$ cat config.mk
export PLATFORM = sky130hd
export DESIGN_NAME = trap_controller
export DESIGN_NICKNAME = d
export VERILOG_FILES = /design/src/rtl/trap_controller_pkg.sv /design/src/rtl/trap_controller_vector_gen.sv /design/src/rtl/trap_controller.sv
export SDC_FILE = /design/constraint.sdc
export NUM_CORES = 1
export LEC_CHECK = 0
export ABC_AREA = 1
export CORE_MARGIN = 10
export CORE_UTILIZATION = 55
export DETAILED_ROUTE_END_ITERATION = 16
export DONT_BUFFER_PORTS = 1
export PLACE_DENSITY_LB_ADDON = 0.15
export SLEW_MARGIN = 20
export SYNTH_ARGS = -nofsm -noshare
export SYNTH_HDL_FRONTEND = slang
export SYNTH_SLANG_ARGS = --single-unit
$ cat constraint.sdc
create_clock -name clk -period 4.8 [get_ports clk]
set_input_delay 0.96 -clock clk [delete_from_list [all_inputs] [get_ports clk]]
set_output_delay 0.96 -clock clk [all_outputs]
set_load 0.005 [all_outputs]
$ cat src/rtl/trap_controller_pkg.sv
// rtl/trap_controller_pkg.sv - cause encodings and FSM states shared by the trap sequencer and detector
//
// Contents:
//   CAUSE_*       3-bit trap cause codes, the same values the interrupt detector puts on inter_sel
//   trap_state_t  trap sequencer FSM states
package trap_controller_pkg;

    localparam logic [2:0] CAUSE_NMI    = 3'd0;
    localparam logic [2:0] CAUSE_ECALL  = 3'd1;
    localparam logic [2:0] CAUSE_EBREAK = 3'd2;
    localparam logic [2:0] CAUSE_TMR    = 3'd3;
    localparam logic [2:0] CAUSE_INT    = 3'd4;

    typedef enum logic [2:0] {
        ST_IDLE        = 3'd0,
        ST_T_FLUSH     = 3'd1,
        ST_T_REDIR     = 3'd2,
        ST_HANDLER     = 3'd3,
        ST_NMI_HANDLER = 3'd4,
        ST_R_FLUSH     = 3'd5,
        ST_R_REDIR     = 3'd6
    } trap_state_t;

endpackage

$ cat src/rtl/trap_controller_vector_gen.sv
// rtl/trap_controller_vector_gen.sv - combinational cause to trap vector address
//
// Module trap_vector_gen
//   VEC_BASE  parameter, base of the vector table (one 4-byte slot per cause)
//   cause     in  3   trap cause code
//   addr      out 32  VEC_BASE + cause*4, wrapping modulo 2^32
module trap_vector_gen #(
    parameter logic [31:0] VEC_BASE = 32'h0000_0100
) (
    input  logic [2:0]  cause,
    output logic [31:0] addr
);

    assign addr = VEC_BASE + {27'd0, cause, 2'b00};

endmodule

$ cat src/rtl/trap_controller.sv
// rtl/trap_controller.sv - trap sequencer: save PC/cause, flush, vector, and restore on mret
//
// Ports:
//   clk, rst      clock, asynchronous active-high reset
//   inter_flag    in  1   trap request from the detector
//   inter_sel     in  3   cause code from the detector
//   mret          in  1   return-from-trap pulse
//   pc_cur        in  32  resume PC of the oldest uncommitted instruction
//   flush         out 1   kill in-flight instructions (registered)
//   pc_redirect   out 1   fetch loads pc_target (registered)
//   pc_target     out 32  redirect address
//   en_inter      out 1   global interrupt enable back to the detector (registered)
//   mepc, mcause  out     saved PC / cause of the outer trap
//   nmi_epc       out 32  saved PC of a nested NMI
//   in_handler    out 1   any handler active
//   in_nmi        out 1   nested NMI handler active
module trap_controller
    import trap_controller_pkg::*;
#(
    parameter logic [31:0] VEC_BASE = 32'h0000_0100
) (
    input  logic        clk,
    input  logic        rst,
    input  logic        inter_flag,
    input  logic [2:0]  inter_sel,
    input  logic        mret,
    input  logic [31:0] pc_cur,
    output logic        flush,
    output logic        pc_redirect,
    output logic [31:0] pc_target,
    output logic        en_inter,
    output logic [31:0] mepc,
    output logic [2:0]  mcause,
    output logic [31:0] nmi_epc,
    output logic        in_handler,
    output logic        in_nmi
);

    trap_state_t state, state_next;
    logic        nested;
    logic        latch_outer;
    logic        latch_nmi;
    logic        clear_nested;
    logic [2:0]  vec_cause;
    logic [31:0] vec_addr;

    // A nested trap is always the NMI; its cause is not kept in mcause.
    assign vec_cause = nested ? CAUSE_NMI : mcause;

    trap_vector_gen #(.VEC_BASE(VEC_BASE)) u_vector_gen (
        .cause (vec_cause),
        .addr  (vec_addr)
    );

    always_comb begin
        state_next   = state;
        latch_outer  = 1'b0;
        latch_nmi    = 1'b0;
        clear_nested = 1'b0;
        case (state)
            ST_IDLE: begin
                if (inter_flag) begin
                    latch_outer = 1'b1;
                    state_next  = ST_T_FLUSH;
                end
            end
            ST_T_FLUSH:     state_next = ST_T_REDIR;
            ST_T_REDIR:     state_next = nested ? ST_NMI_HANDLER : ST_HANDLER;
            ST_HANDLER: begin
                // NMI takes priority over a coincident mret; other causes are dropped.
                if (inter_flag && inter_sel == CAUSE_NMI) begin
                    latch_nmi  = 1'b1;
                    state_next = ST_T_FLUSH;
                end else if (mret) begin
                    state_next = ST_R_FLUSH;
                end
            end
            ST_NMI_HANDLER: begin
                if (mret) state_next = ST_R_FLUSH;
            end
            ST_R_FLUSH:     state_next = ST_R_REDIR;
            ST_R_REDIR: begin
                if (nested) begin
                    clear_nested = 1'b1;
                    state_next   = ST_HANDLER;
                end else begin
                    state_next   = ST_IDLE;
                end
            end
            default:        state_next = ST_IDLE;
        endcase
    end

    // Outputs are registered from the next state so they line up with the
    // cycle the FSM spends in the corresponding state.
    always_ff @(posedge clk or posedge rst) begin
        if (rst) begin
            state       <= ST_IDLE;
            nested      <= 1'b0;
            flush       <= 1'b0;
            pc_redirect <= 1'b0;
            pc_target   <= 32'd0;
            en_inter    <= 1'b1;
            mepc        <= 32'd0;
            mcause      <= 3'd0;
            nmi_epc     <= 32'd0;
        end else begin
            state       <= state_next;
            flush       <= (state_next == ST_T_FLUSH) || (state_next == ST_R_FLUSH);
            pc_redirect <= (state_next == ST_T_REDIR) || (state_next == ST_R_REDIR);
            en_inter    <= (state_next == ST_IDLE);
            if (latch_outer) begin
                mepc   <= pc_cur;
                mcause <= inter_sel;
            end
            if (latch_nmi) begin
                nmi_epc <= pc_cur;
                nested  <= 1'b1;
            end else if (clear_nested) begin
                nested  <= 1'b0;
            end
            if (state_next == ST_T_REDIR) begin
                pc_target <= vec_addr;
            end else if (state_next == ST_R_REDIR) begin
                pc_target <= nested ? nmi_epc : mepc;
            end
        end
    end

    assign in_handler = (state != ST_IDLE);
    assign in_nmi     = nested;

endmodule

==> run metrics <==
first-pass GRT wire length=18200 um; routed wl met3=1480 um; top post-synthesis cells by area=dfrtp_1 (59%), nand2_1 (21%), o2111ai_1 (5.5%); Root Driver=clkbuf_8; max-cap check violation count=0; VDD IR max=0.496 mV; DRT Wirelength=11700 um; worst hold-check path type=reg -> reg; Place WS=2090 ps; Crit path required time=5040 ps; fin. max-slew vios=0; Rel. slew slack=28.6%; row count=32; ANT cells=0; Worst-path clk slew=100 ps; Placed Area=4470 um2; most frequent cells after synthesis=nand2_1 (254), dfrtp_1 (105), inv_1 (32); placed insts=594; Die ar.=12200 um2; status=finished clean; Min Clock Period, post-route=2270 ps; Finished Cell Area=4720 um2; Layout area overhead=5.50%; CTS buffer count=9; Finished Layout Cells=609; CP Max Fanout=33; Power per Cell Area=665 nW/um2; GRT overflow=0; WS Path Type=in -> reg; Post-CTS Resized=0; first drt pass iteration count=4; largest net degree at the start of global routing=64; DR iter-0 viols=168; Mapped Cells=518; Pwr Total=3.14 mW; vias per inst=5.55; CTS tree=done; Final TNS setup=0 ps; Metal-1 WL=4540 um; DR top layer=met4; warning count from the yosys run=0; hpwl dp=7880 um; Synth Register Bits=106; clk sink count=106; Die Width=110 um; initial core utilization=57.4%; routability cong.=0.849; met2 wire length=5520 um; Port Buffers=0; Syn Nets=557; clk_skew=16.5 ps; largest area contributor in the netlist=dfrtp_1; RSZ-0062 raised after global routing=no; H-tree depth=3; mapped cell area=4480 um2; CP arrival=2510 ps; Nets=542; Final Cycle Share=47.3%; final core area utilization=60.5%; slowest CP cell=nor2_4; Startpoint Class=input port; Hold Fails Final Rpt=0; Tot GR Track Use=19.2%; actual slew at the worst max-slew pin=1070 ps; vias in the first global route=3352; drt wl/cell=19.3 um; top cell type's share of synthesized area=58.7%; Final setup viols=0; layout cells sized above 1=6.11%; cell repeated most along the worst path=nand2_1; CP endpoint kind=flip-flop; post-route ant nets=0; later-pin clock latency in the skew report=360 ps; Die Y=110 um; Vias=3377; final worst slack=2530 ps; top-count cell post-synth=nand2_1; Seq/Total Area, Yosys=59.3%; CTS Hold Bufs=0; cell chain of the critical path=inv_1, nor2_1, nand2_1, nor2_4, inv_2, nand2_1, nand2_1; DRC errors left=0; family with the most delay on the worst path=simple AND/OR/NAND/NOR gates; core footprint=7810 um2; CTS Buffer Depth=2; Post-synth EDFFs=0; num ports=143; syn avg cell area=8.64 um2; Largest stage delay, worst path=620 ps; post-CTS setup buffer count=0; Highest Clock Rate=0.440 GHz; CP bufs+invs=2; Min Hold Slack=523 ps; Primary FF master, synth=dfrtp_1; Async SR Flop Fraction=100%; initial antenna violation count=0; P_leak=2.55 nW; Yosys cell types=19
-- registers in the layout, summed over array words and instances (netlist names) --
name and flops:
state 3, mcause 3, en_inter 1, pc_redirect 1, in_nmi 1, flush 1, mepc 32, nmi_epc 32
pc_target 32
-- tightest hold or removal path, cell delays in order (launching register included) --
cell	delay (ps)
dfrtp_1	380
nand2_1	60
nand2_1	50
-- cell type report --
| cell class | instances | area, um2 |
|---|---|---|
| sequential | 106 | 2650 |
| inverter | 39 | 149 |
| tap | 102 | 128 |
| fill | 668 | 3080 |
| clock inverter | 4 | 98.8 |
| multi-input combinational | 344 | 1520 |
| timing repair buffer | 3 | 22.5 |
| clock buffer | 11 | 151 |
-- kinds of logic after synthesis --
kind of cell | count (synthesis) | synth area share (%)
AOI/OAI and AO/OA | 68 | 10.1
buffers and inverters | 68 | 6.99
DFF | 106 | 59.3
and+or+nand+nor | 276 | 23.6
-- final timing paths --
path	cells after the start	slack, ps	start	end
min in group asynchronous	1	600	rst	nmi_epc[14]
setup reg to reg	7	2570	state[1]	mcause[2]
hold reg to reg	2	520	pc_target[11]	pc_target[11]
max in group asynchronous	2	3130	rst	nmi_epc[17]
hold / removal	2	520	pc_target[11]	pc_target[11]
setup / recovery	7	2530	inter_flag	nmi_epc[17]
-- power by group --
part	internal [mW]	switching [mW]	leakage [nW]	total [mW]
Clock	0.373	0.290	0.126	0.663
Combinational	0.264	0.621	1.05	0.885
Sequential	1.24	0.355	1.38	1.59
Total	1.87	1.27	2.55	3.14
-- cell usage in the layout, fill, tap and decap left out, types with 2 or more instances in the layout --
master / n
nand3_1: 8
inv_2: 7
o21ai_0: 9
nand2_1: 254
o21ai_1: 27
inv_1: 31
o2111ai_1: 28
dfrtp_1: 105
bufinv_16: 3
nor2_1: 9
clkbuf_8: 11
nor2_4: 2
a21boi_0: 3
buf_4: 3
-- metal layers --
layer	GRT usage [%]	vias to the layer above
li1	-	1612
met5	0	-
met1	23.5	1601
met2	29.6	142
met4	7.71	0
met3	7.95	22
No activity file was read; power rests on OpenSTA's default activity.
